File: src/rtl/l1a_bx_tagger_if.sv
// Command-decoder inputs and DAQ-side tag/FIFO outputs of the L1A/BX tagger.
// BC0_ERR/BC0_ERRCNT exist only when BC0_CHECK_EN is defined.
`timescale 1ns/1ps
interface l1a_bx_tagger_if #(parameter int DEPTH_LOG2 = 3);
    logic                  CLKENA;
    logic                  BC0;
    logic                  BXRST;
    logic                  L1ARST;
    logic                  L1ASRST;
    logic                  L1A;
    logic                  RD_EN;
    logic [11:0]           BXCNT;
    logic [23:0]           L1ACNT;
    logic [35:0]           DOUT;
    logic                  EMPTY;
    logic                  FULL;
    logic [DEPTH_LOG2:0]   COUNT;
    logic                  OVF;
`ifdef BC0_CHECK_EN
    logic                  BC0_ERR;
    logic [7:0]            BC0_ERRCNT;

    modport master (output CLKENA, BC0, BXRST, L1ARST, L1ASRST, L1A, RD_EN,
                    input  BXCNT, L1ACNT, DOUT, EMPTY, FULL, COUNT, OVF, BC0_ERR, BC0_ERRCNT);
    modport slave  (input  CLKENA, BC0, BXRST, L1ARST, L1ASRST, L1A, RD_EN,
                    output BXCNT, L1ACNT, DOUT, EMPTY, FULL, COUNT, OVF, BC0_ERR, BC0_ERRCNT);
`else
    modport master (output CLKENA, BC0, BXRST, L1ARST, L1ASRST, L1A, RD_EN,
                    input  BXCNT, L1ACNT, DOUT, EMPTY, FULL, COUNT, OVF);
    modport slave  (input  CLKENA, BC0, BXRST, L1ARST, L1ASRST, L1A, RD_EN,
                    output BXCNT, L1ACNT, DOUT, EMPTY, FULL, COUNT, OVF);
`endif
endinterface

File: src/rtl/l1a_bx_tagger.sv
// BX/L1A counters tagging each accepted L1A into a FWFT FIFO; BC0_CHECK_EN adds a BC0 alignment check.
// Latency: counters update on the edge after the strobe; a tag is visible on DOUT the cycle after its L1A.
// Backpressure: none upstream; a tag arriving at a full FIFO with no pop is dropped and OVF latches.
`timescale 1ns/1ps
module l1a_bx_tagger #(
    parameter int BX_MAX     = 3563,
    parameter int BC0_OFFSET = 0,
    parameter int DEPTH_LOG2 = 3,
    parameter int TMR        = 0
) (
    input  logic              CLKCMS,
    input  logic              clr_l1asrst,
    l1a_bx_tagger_if.slave    bus
);
    localparam int          DEPTH   = 1 << DEPTH_LOG2;
    localparam int          NREP    = (TMR != 0) ? 3 : 1;
    localparam logic [11:0] BX_LAST = 12'(BX_MAX);
    localparam logic [11:0] BX_LOAD = 12'(BC0_OFFSET);

    logic [11:0]           bxcnt, bx_free, bx_nxt;
    logic [23:0]           l1acnt, l1a_nxt;
    logic                  acc, do_pop, do_wr;
    logic                  empty_q, full_q, ovf_q;
    logic [DEPTH_LOG2:0]   count_q, count_nxt;
    logic [DEPTH_LOG2-1:0] wr_ptr, rd_ptr;
    logic [35:0]           mem [DEPTH];
    logic [11:0]           bx_q  [NREP];
    logic [23:0]           l1a_q [NREP];

    always_comb begin
        bx_free = (bxcnt == BX_LAST) ? 12'd0 : bxcnt + 12'd1;
        bx_nxt  = bxcnt;
        if (bus.BXRST || bus.BC0)
            bx_nxt = BX_LOAD;
        else if (bus.CLKENA)
            bx_nxt = bx_free;
        acc     = bus.L1A & bus.CLKENA & ~bus.L1ASRST;
        l1a_nxt = (bus.L1ARST ? 24'd0 : l1acnt) + {23'd0, acc};
        do_pop  = bus.RD_EN & ~empty_q & ~bus.L1ASRST;
        // A pop frees the slot in the same cycle, so a full FIFO still accepts.
        do_wr   = acc & (~full_q | do_pop);
        case ({do_wr, do_pop})
            2'b10:   count_nxt = count_q + 1'b1;
            2'b01:   count_nxt = count_q - 1'b1;
            default: count_nxt = count_q;
        endcase
    end

    always_ff @(posedge CLKCMS or posedge clr_l1asrst) begin
        if (clr_l1asrst) begin
            for (int i = 0; i < NREP; i++) begin
                bx_q[i]  <= '0;
                l1a_q[i] <= '0;
            end
        end else begin
            for (int i = 0; i < NREP; i++) begin
                bx_q[i]  <= bx_nxt;
                l1a_q[i] <= bus.L1ASRST ? 24'd0 : l1a_nxt;
            end
        end
    end

    generate
        if (NREP == 3) begin : g_vote
            assign bxcnt  = (bx_q[0] & bx_q[1]) | (bx_q[0] & bx_q[2]) | (bx_q[1] & bx_q[2]);
            assign l1acnt = (l1a_q[0] & l1a_q[1]) | (l1a_q[0] & l1a_q[2]) | (l1a_q[1] & l1a_q[2]);
        end else begin : g_single
            assign bxcnt  = bx_q[0];
            assign l1acnt = l1a_q[0];
        end
    endgenerate

    always_ff @(posedge CLKCMS or posedge clr_l1asrst) begin
        if (clr_l1asrst) begin
            wr_ptr  <= '0;
            rd_ptr  <= '0;
            count_q <= '0;
            empty_q <= 1'b1;
            full_q  <= 1'b0;
            ovf_q   <= 1'b0;
        end else if (bus.L1ASRST) begin
            wr_ptr  <= '0;
            rd_ptr  <= '0;
            count_q <= '0;
            empty_q <= 1'b1;
            full_q  <= 1'b0;
            ovf_q   <= 1'b0;
        end else begin
            if (do_wr)
                wr_ptr <= wr_ptr + 1'b1;
            if (do_pop)
                rd_ptr <= rd_ptr + 1'b1;
            count_q <= count_nxt;
            empty_q <= (count_nxt == '0);
            full_q  <= (count_nxt == (DEPTH_LOG2+1)'(DEPTH));
            ovf_q   <= ovf_q | (acc & full_q & ~do_pop);
        end
    end

    // Tag carries the pre-update BX: the crossing in which L1A was sampled.
    always_ff @(posedge CLKCMS) begin
        if (do_wr)
            mem[wr_ptr] <= {l1a_nxt, bxcnt};
    end

    assign bus.BXCNT  = bxcnt;
    assign bus.L1ACNT = l1acnt;
    assign bus.DOUT   = empty_q ? 36'd0 : mem[rd_ptr];
    assign bus.EMPTY  = empty_q;
    assign bus.FULL   = full_q;
    assign bus.COUNT  = count_q;
    assign bus.OVF    = ovf_q;

`ifdef BC0_CHECK_EN
    logic       bc0_err_q;
    logic [7:0] bc0_errcnt_q;

    // BC0 is expected exactly where the free-running counter would land on the offset.
    always_ff @(posedge CLKCMS or posedge clr_l1asrst) begin
        if (clr_l1asrst) begin
            bc0_err_q    <= 1'b0;
            bc0_errcnt_q <= '0;
        end else if (bus.BXRST) begin
            bc0_err_q    <= 1'b0;
            bc0_errcnt_q <= '0;
        end else if (bus.BC0 && bus.CLKENA && (bx_free != BX_LOAD)) begin
            bc0_err_q <= 1'b1;
            if (bc0_errcnt_q != 8'hFF)
                bc0_errcnt_q <= bc0_errcnt_q + 8'd1;
        end
    end

    assign bus.BC0_ERR    = bc0_err_q;
    assign bus.BC0_ERRCNT = bc0_errcnt_q;
`endif
endmodule

File: src/flat_wrapper.sv
// flat-port wrapper written by rule: the top's interface ports become plain ports
module l1a_bx_tagger_flat 
#(
    parameter int BX_MAX     = 3563,
    parameter int BC0_OFFSET = 0,
    parameter int DEPTH_LOG2 = 3,
    parameter int TMR        = 0
)
  (CLKCMS, clr_l1asrst, bus_CLKENA, bus_BC0, bus_BXRST, bus_L1ARST, bus_L1ASRST, bus_L1A, bus_RD_EN, bus_BXCNT, bus_L1ACNT, bus_DOUT, bus_EMPTY, bus_FULL, bus_COUNT, bus_OVF);
  l1a_bx_tagger_if #(.DEPTH_LOG2(DEPTH_LOG2)) bus_i ();
  input  logic CLKCMS;
  input  logic clr_l1asrst;
  input wire logic [$bits(bus_i.CLKENA)-1:0] bus_CLKENA;
  input wire logic [$bits(bus_i.BC0)-1:0] bus_BC0;
  input wire logic [$bits(bus_i.BXRST)-1:0] bus_BXRST;
  input wire logic [$bits(bus_i.L1ARST)-1:0] bus_L1ARST;
  input wire logic [$bits(bus_i.L1ASRST)-1:0] bus_L1ASRST;
  input wire logic [$bits(bus_i.L1A)-1:0] bus_L1A;
  input wire logic [$bits(bus_i.RD_EN)-1:0] bus_RD_EN;
  output wire logic [$bits(bus_i.BXCNT)-1:0] bus_BXCNT;
  output wire logic [$bits(bus_i.L1ACNT)-1:0] bus_L1ACNT;
  output wire logic [$bits(bus_i.DOUT)-1:0] bus_DOUT;
  output wire logic [$bits(bus_i.EMPTY)-1:0] bus_EMPTY;
  output wire logic [$bits(bus_i.FULL)-1:0] bus_FULL;
  output wire logic [$bits(bus_i.COUNT)-1:0] bus_COUNT;
  output wire logic [$bits(bus_i.OVF)-1:0] bus_OVF;
  assign bus_i.CLKENA = bus_CLKENA;
  assign bus_i.BC0 = bus_BC0;
  assign bus_i.BXRST = bus_BXRST;
  assign bus_i.L1ARST = bus_L1ARST;
  assign bus_i.L1ASRST = bus_L1ASRST;
  assign bus_i.L1A = bus_L1A;
  assign bus_i.RD_EN = bus_RD_EN;
  assign bus_BXCNT = bus_i.BXCNT;
  assign bus_L1ACNT = bus_i.L1ACNT;
  assign bus_DOUT = bus_i.DOUT;
  assign bus_EMPTY = bus_i.EMPTY;
  assign bus_FULL = bus_i.FULL;
  assign bus_COUNT = bus_i.COUNT;
  assign bus_OVF = bus_i.OVF;
  l1a_bx_tagger #(.BX_MAX(BX_MAX), .BC0_OFFSET(BC0_OFFSET), .DEPTH_LOG2(DEPTH_LOG2), .TMR(TMR)) u_core (.CLKCMS(CLKCMS), .clr_l1asrst(clr_l1asrst), .bus(bus_i));
endmodule
File: config.mk
export PLATFORM = sky130hd
export DESIGN_NAME = l1a_bx_tagger_flat
export DESIGN_NICKNAME = d
export VERILOG_FILES = /design/src/rtl/l1a_bx_tagger_if.sv /design/src/rtl/l1a_bx_tagger.sv /design/src/flat_wrapper.sv
export SDC_FILE = /design/constraint.sdc
export NUM_CORES = 1
export LEC_CHECK = 0
export ABC_AREA = 0
export BUFFER_PORTS_ARGS = -buffer_cell sky130_fd_sc_hd__buf_2
export CAP_MARGIN = 20
export CORE_MARGIN = 5
export CORE_UTILIZATION = 60
export DETAILED_ROUTE_END_ITERATION = 10
export PLACE_DENSITY = 0.88
export SETUP_SLACK_MARGIN = 0.02
export SLEW_MARGIN = 10
export SYNTH_ARGS = -nofsm -noshare
export SYNTH_HDL_FRONTEND = slang
export SYNTH_SLANG_ARGS = --single-unit
File: constraint.sdc
create_clock -name CLKCMS -period 5.35 [get_ports CLKCMS]
set_input_delay 1.07 -clock CLKCMS [delete_from_list [all_inputs] [get_ports CLKCMS]]
set_output_delay 1.07 -clock CLKCMS [all_outputs]
set_load 0.01 [all_outputs]
# [Yosys cells after proc, flatten, opt, wreduce, memory -nomap -nowiden]
# Memories as Yosys holds them, arrays and structs flattened.
# Cells that the tools add are included.
[word_totals] in_bits=9 word_cells=54 n_memories=1 ram_bits=288 ff_bits=49
[classes] bitwise_logic=13 n_reduce_logical=5 muxes=17 n_eq_ne=4 n_addsub=6
[memory_table] name="u_core.mem" words=8 word_bits=36 rd=1 rd_clocked_by_memory_dff=0 write_ports=1 line="l1a_bx_tagger.sv:26" text="logic [35:0] mem [DEPTH];"
[ops] operator="$mux 24" count=2
[ops] operator="$mux 12" count=3
[ops] operator="$mux 36" count=1
[ops] operator="$add 24x1->24" count=1
[ops] operator="$add 12x1->12 const B" count=1
[ops] operator="$eq 12x12->1 const B" count=1
[ops] operator="$mux 3" count=4
[ops] operator="$pmux 4 s2" count=1
[ops] operator="$and 1x1->1" count=7
[ops] operator="$add 3x1->3 const B" count=2
[ops] operator="$reduce_bool 2->1" count=3
[ops] operator="$mux 1" count=5
[ops] operator="$add 4x1->4 const B" count=1
[ops] operator="$eq 4x4->1 const B" count=1
[ops] operator="$logic_not 4->1" count=1
[ops] operator="$mux 4" count=1
[ops] operator="$not 1->1" count=4
[ops] operator="$sub 4x1->4 const B" count=1
[ops] operator="$eq 2x1->1 const B" count=1
[ops] operator="$eq 2x2->1 const B" count=1
[ops] operator="$or 1x1->1" count=2
[ops] operator="$logic_or 1x1->1" count=1

# [Longest topological paths before layout]
[depth] depth_word=9 mapped_depth=11 mapped_depth_nobuf=10

# [Worst setup path before layout]
# OpenSTA, ideal clock, no wires.
[synth_timing] path_kind="input port to flip-flop" start="input port bus_CLKENA" end="memory u_core.mem[0][0], enable pin" arrival_ns=4.340 setup_time_ns=0.474 setup_slack_ns=0.536 required_time_ns=4.876 path_stages=5 path_buffers=1 cell_sequence="clkbuf_1 nand3b_1 a21oi_1 nand2b_1 nor3_1"
[synth_via] elab_chain_len=5
[synth_lines] item="start: declaration" line="flat_wrapper.sv:13" text="input wire logic [$bits(bus_i.CLKENA)-1:0] bus_CLKENA;"
[synth_lines] item="$and 1x1->1 (2 in series)" line="l1a_bx_tagger.sv:37" text="acc = bus.L1A & bus.CLKENA & ~bus.L1ASRST;"
[synth_lines] item="$and 1x1->1" line="l1a_bx_tagger.sv:41" text="do_wr = acc & (~full_q | do_pop);"
[synth_lines] item="$mux 1" line="l1a_bx_tagger.sv:102" text="if (do_wr)"
[synth_lines] item="$mux 1 (implied by the code)" line="l1a_bx_tagger.sv:103" text="mem[wr_ptr] <= {l1a_nxt, bxcnt};"
[synth_lines] item="end: declaration" line="l1a_bx_tagger.sv:26"
# Every way passes these cells.

# [Worst setup path after layout]
[layout_timing] start="register u_core.rd_ptr[0]" end="output port bus_DOUT[20]"
[layout_via] elab_chain_len=2
[layout_lines] item="start: declaration" line="l1a_bx_tagger.sv:25" text="logic [DEPTH_LOG2-1:0] wr_ptr, rd_ptr;"
[layout_lines] item="start signal: assignment" line="l1a_bx_tagger.sv:92" text="rd_ptr <= rd_ptr + 1'b1;"
[layout_lines] item="$mem_v2 8x36"
[layout_lines] item="$mux 36" line="l1a_bx_tagger.sv:108" text="assign bus.DOUT = empty_q ? 36'd0 : mem[rd_ptr];"
[layout_lines] item="end: declaration" line="flat_wrapper.sv:22" text="output wire logic [$bits(bus_i.DOUT)-1:0] bus_DOUT;"
# Every way passes these cells.

==> results.md <==
- First-pass GRT wire length: 46.7 mm
- Final cell count without fillers: 1190
- Core area: 0.0226 mm²
- Post-CTS repair timing setup buffer count: 0
- Total CTS buffers: 31
- Post-Synth Simple-Gate Area: 0.0736
- Synth Area in Adders: 0.00728
- Setup CP Type: flip-flop to output port
- # IOs: 88
- Synth-to-Final Area Change: 13.7%
- Hold Path Class: flip-flop to flip-flop
- Placed Cells incl. Taps: 1132
- RSZ-0062 raised after global routing: false
- DRT iter0 DRCs: 649
- CTS Hold Bufs: 0
- Crit path to: bus_DOUT[20]
- Seq cells post-synth: 337
- Post-synth ARST share: 0.145
- Chip width: 161 µm
- Largest net degree at the start of global routing: 50
- Arrival @ worst endpoint: 2.94 ns
- CP delay by family, top: flip-flops
- CTS Root Cell: clkbuf_16
- Reg clk slew, reported paths: 0.06 ns
- Main combinational cell family by area after synthesis: multiplexers
- Mux contribution to synthesized area: 0.149
- Post-Synth XOR/XNOR Area: 0.0153
- R2R cell count: 10
- Grt total ovfl: 0
- Max Slew Vio Count: 0
- Startpoint types: flip-flop
- Most common cell after layout, fill and taps aside: edfxtp_1
- Fin nets: 897
- Top_reg_cell synth: edfxtp_1
- Slowest cell delay on critical path: 1.07 ns
- Input/output buffers: 87
- Via Count: 7634
- CP Buf/Inv Count: 2
- Status: finished, final reports clean
- Final WL: 29.8 mm
- Worst hold start: u_core.bus.OVF
- Req. time, crit path: 4.28 ns
- Drt first pass iters: 5
- Share of cells above drive strength 1: 0.280
- Complex-gate fraction of the synthesized area: 0.0231
- Clock sinks: 337
- GP Congestion: 0.881
- VDD IR-drop max: 246 µV
- Yosys warning total: 0
- Tmin final: 4.01 ns
- CP cell instances: buf_12 > mux4_2 > mux2i_1 > nor2_1 > buf_2
- Crit-path slowest cell: dfrtp_4
- Max Clk Rate: 0.250 GHz
- Post-synth EDFFs: 288
- Most frequent cells in the layout: edfxtp_1, buf_2, mux4_2
- Final core area utilization: 0.692
- Initial core utilization: 0.609
- CP startpoint: u_core.rd_ptr[0]
- Clock skew: 0.0197 ns
- Post-synth net total: 797
- H-tree depth: 1
- Vias per cell: 6.42
- Filler cell count: 1329
- Hold Slack: 0.527 ns
- Final setup violation count: 0
- Die footprint: 0.0260 mm²
- Die H: 161 µm
- FF-to-FF setup slack: 2.42 ns
- Final ANT Viol Nets: 0
- Post-CTS resize count: 0
- DP Wirelength: 17.3 mm
- Crit path max fanout: 47
- Syn avg cell area: 17.6 µm²
- Final Cycle Share: 0.749
- Setup TNS: 0 ns
- Routed length per placed instance: 25.1 µm
- Clock Latency Late Sink: 0.56 ns
- Levels on crit path: 5
- Cell Area, Synth: 0.0137 mm²
- Vias in the first global route: 7884
- Tot GR Track Use: 0.235
- Post-synthesis cell count: 780
- CTS tree: done
- Normalized max-slew margin: 0.320
- Count of final hold-check violations: 0
- Tightest Pin Transition: 1.02 ns
- Max Cap Viol: 0
- Initial antenna violation count: 0
- LEAKAGE: 5.33 nW
- Rows: 55
- Sequential cell area fraction in the yosys report: 0.719
- Drt drc: 0
- Ant diodes: 0
- Worst reg2reg path startpoint: u_core.bus.EMPTY
- Worst Setup End Kind: output port
- CTS Buffer Depth: 3
- Pwr dens: 331 mW/mm²
- Worst reg2reg endpoint: u_core.bus.EMPTY
- Cell variety after synth: 45
kinds of logic (layout without fill, tap and decap cells):
| logic type | Yosys count | in the layout |
|---|---|---|
| adder cells (fa/ha/maj) | 8 | 8 |
| buffers and inverters | 46 | 171 |
| XOR/XNOR | 24 | 24 |
| AND/OR/NAND/NOR | 197 | 197 |
| multiplexers | 114 | 114 |
| flip-flops | 337 | 337 |
| AO/OA/AOI/OAI | 54 | 54 |
worst reg2reg max path: stages, from the launching register on:
cell and delay, ns:
dfstp_2 0.37, nand2b_1 0.23, a21oi_1 0.33, inv_1 0.16
ha_1 0.28, xor2_1 0.19, ha_1 0.19, a21oi_1 0.15
mux2i_1 0.31, mux2_2 0.39, o31ai_1 0.24
routing by layer:
| layer | up-vias | GRT usage | part of all wire |
|---|---|---|---|
| met5 | - | 0 | 0 |
| met2 | 410 | 0.398 | 0.51 |
| met4 | 0 | 0.0741 | 0.027 |
| li1 | 3278 | - | - |
| met3 | 70 | 0.0383 | 0.079 |
| met1 | 3876 | 0.320 | 0.38 |
report_power, final:
| part | switching [mW] | internal [mW] |
|---|---|---|
| Combinational | 0.101 | 0.0805 |
| Sequential | 0.0278 | 2.83 |
| Clock | 0.932 | 1.20 |
state kept, by name, summed over array words and instances, names as in the netlist:
register	flops
u_core.bus.BXCNT	12
u_core.bus.COUNT	4
u_core.bus.EMPTY	1
u_core.bus.FULL	1
u_core.bus.L1ACNT	24
u_core.bus.OVF	1
u_core.mem	288
u_core.rd_ptr	3
u_core.wr_ptr	3
worst min path at each step:
stage | to | depth (start not counted) | slack (ns)
finish | u_core.bus.OVF | 1 | 0.53
detailed placement | u_core.bus.OVF | 1 | 0.50
global route | u_core.bus.OVF | 1 | 0.55
CTS | u_core.bus.OVF | 1 | 0.53
floorplan | u_core.wr_ptr[0] | 2 | 0.53
global placement | u_core.bus.OVF | 1 | 0.52
cell type report:
type	count	area, µm²	share of cell area
Timing Repair Buffer	105	608	0.0389
Inverter	8	30.0	0.00192
Tap cell	285	357	0.0228
Clock buffer	39	868	0.0556
Clock inverter	19	141	0.00905
Multi-Input combinational cell	397	3740	0.239
Sequential cell	337	9880	0.632
synthesized netlist by cell type (2+ instances only):
cell / number / share of area
a211o_1: 2 / 0.0013
a21oi_1: 29 / 0.011
and2_1: 7 / 0.0032
and3_1: 6 / 0.0027
and3b_1: 3 / 0.0019
and4_1: 2 / 0.0013
buf_1: 5 / 0.0014
buf_2: 9 / 0.0033
clkbuf_1: 24 / 0.0066
dfrtp_1: 48 / 0.087
edfxtp_1: 288 / 0.63
ha_1: 8 / 0.0073
inv_1: 8 / 0.0022
mux2_2: 3 / 0.0025
mux2i_1: 39 / 0.028
mux4_2: 72 / 0.12
nand2_1: 28 / 0.0076
nand2b_1: 5 / 0.0023
nand3_1: 14 / 0.0051
nand3b_1: 5 / 0.0027
nand4_1: 11 / 0.0050
nor2_1: 73 / 0.020
nor2b_1: 12 / 0.0055
nor3_1: 8 / 0.0029
nor3b_1: 2 / 0.0011
nor4_1: 3 / 0.0014
o21ai_0: 9 / 0.0033
o21bai_1: 2 / 0.0011
o31ai_1: 7 / 0.0038
or2_2: 2 / 0.00091
or3_1: 6 / 0.0027
or4_1: 5 / 0.0027
xnor2_1: 11 / 0.0070
xor2_1: 13 / 0.0083
through the flow:
stage	power (mW)	worst slack (ns)	cell area, µm²
3_3_place_gp	3.09	1.65	14600
4_1_cts	5.21	1.25	15600
2_1_floorplan	3.03	0.536	13700
6_report	5.18	1.34	15600
5_1_grt	5.36	1.06	15600
3_5_place_dp	3.09	1.51	14600
No activity file was read; power rests on OpenSTA's default activity.
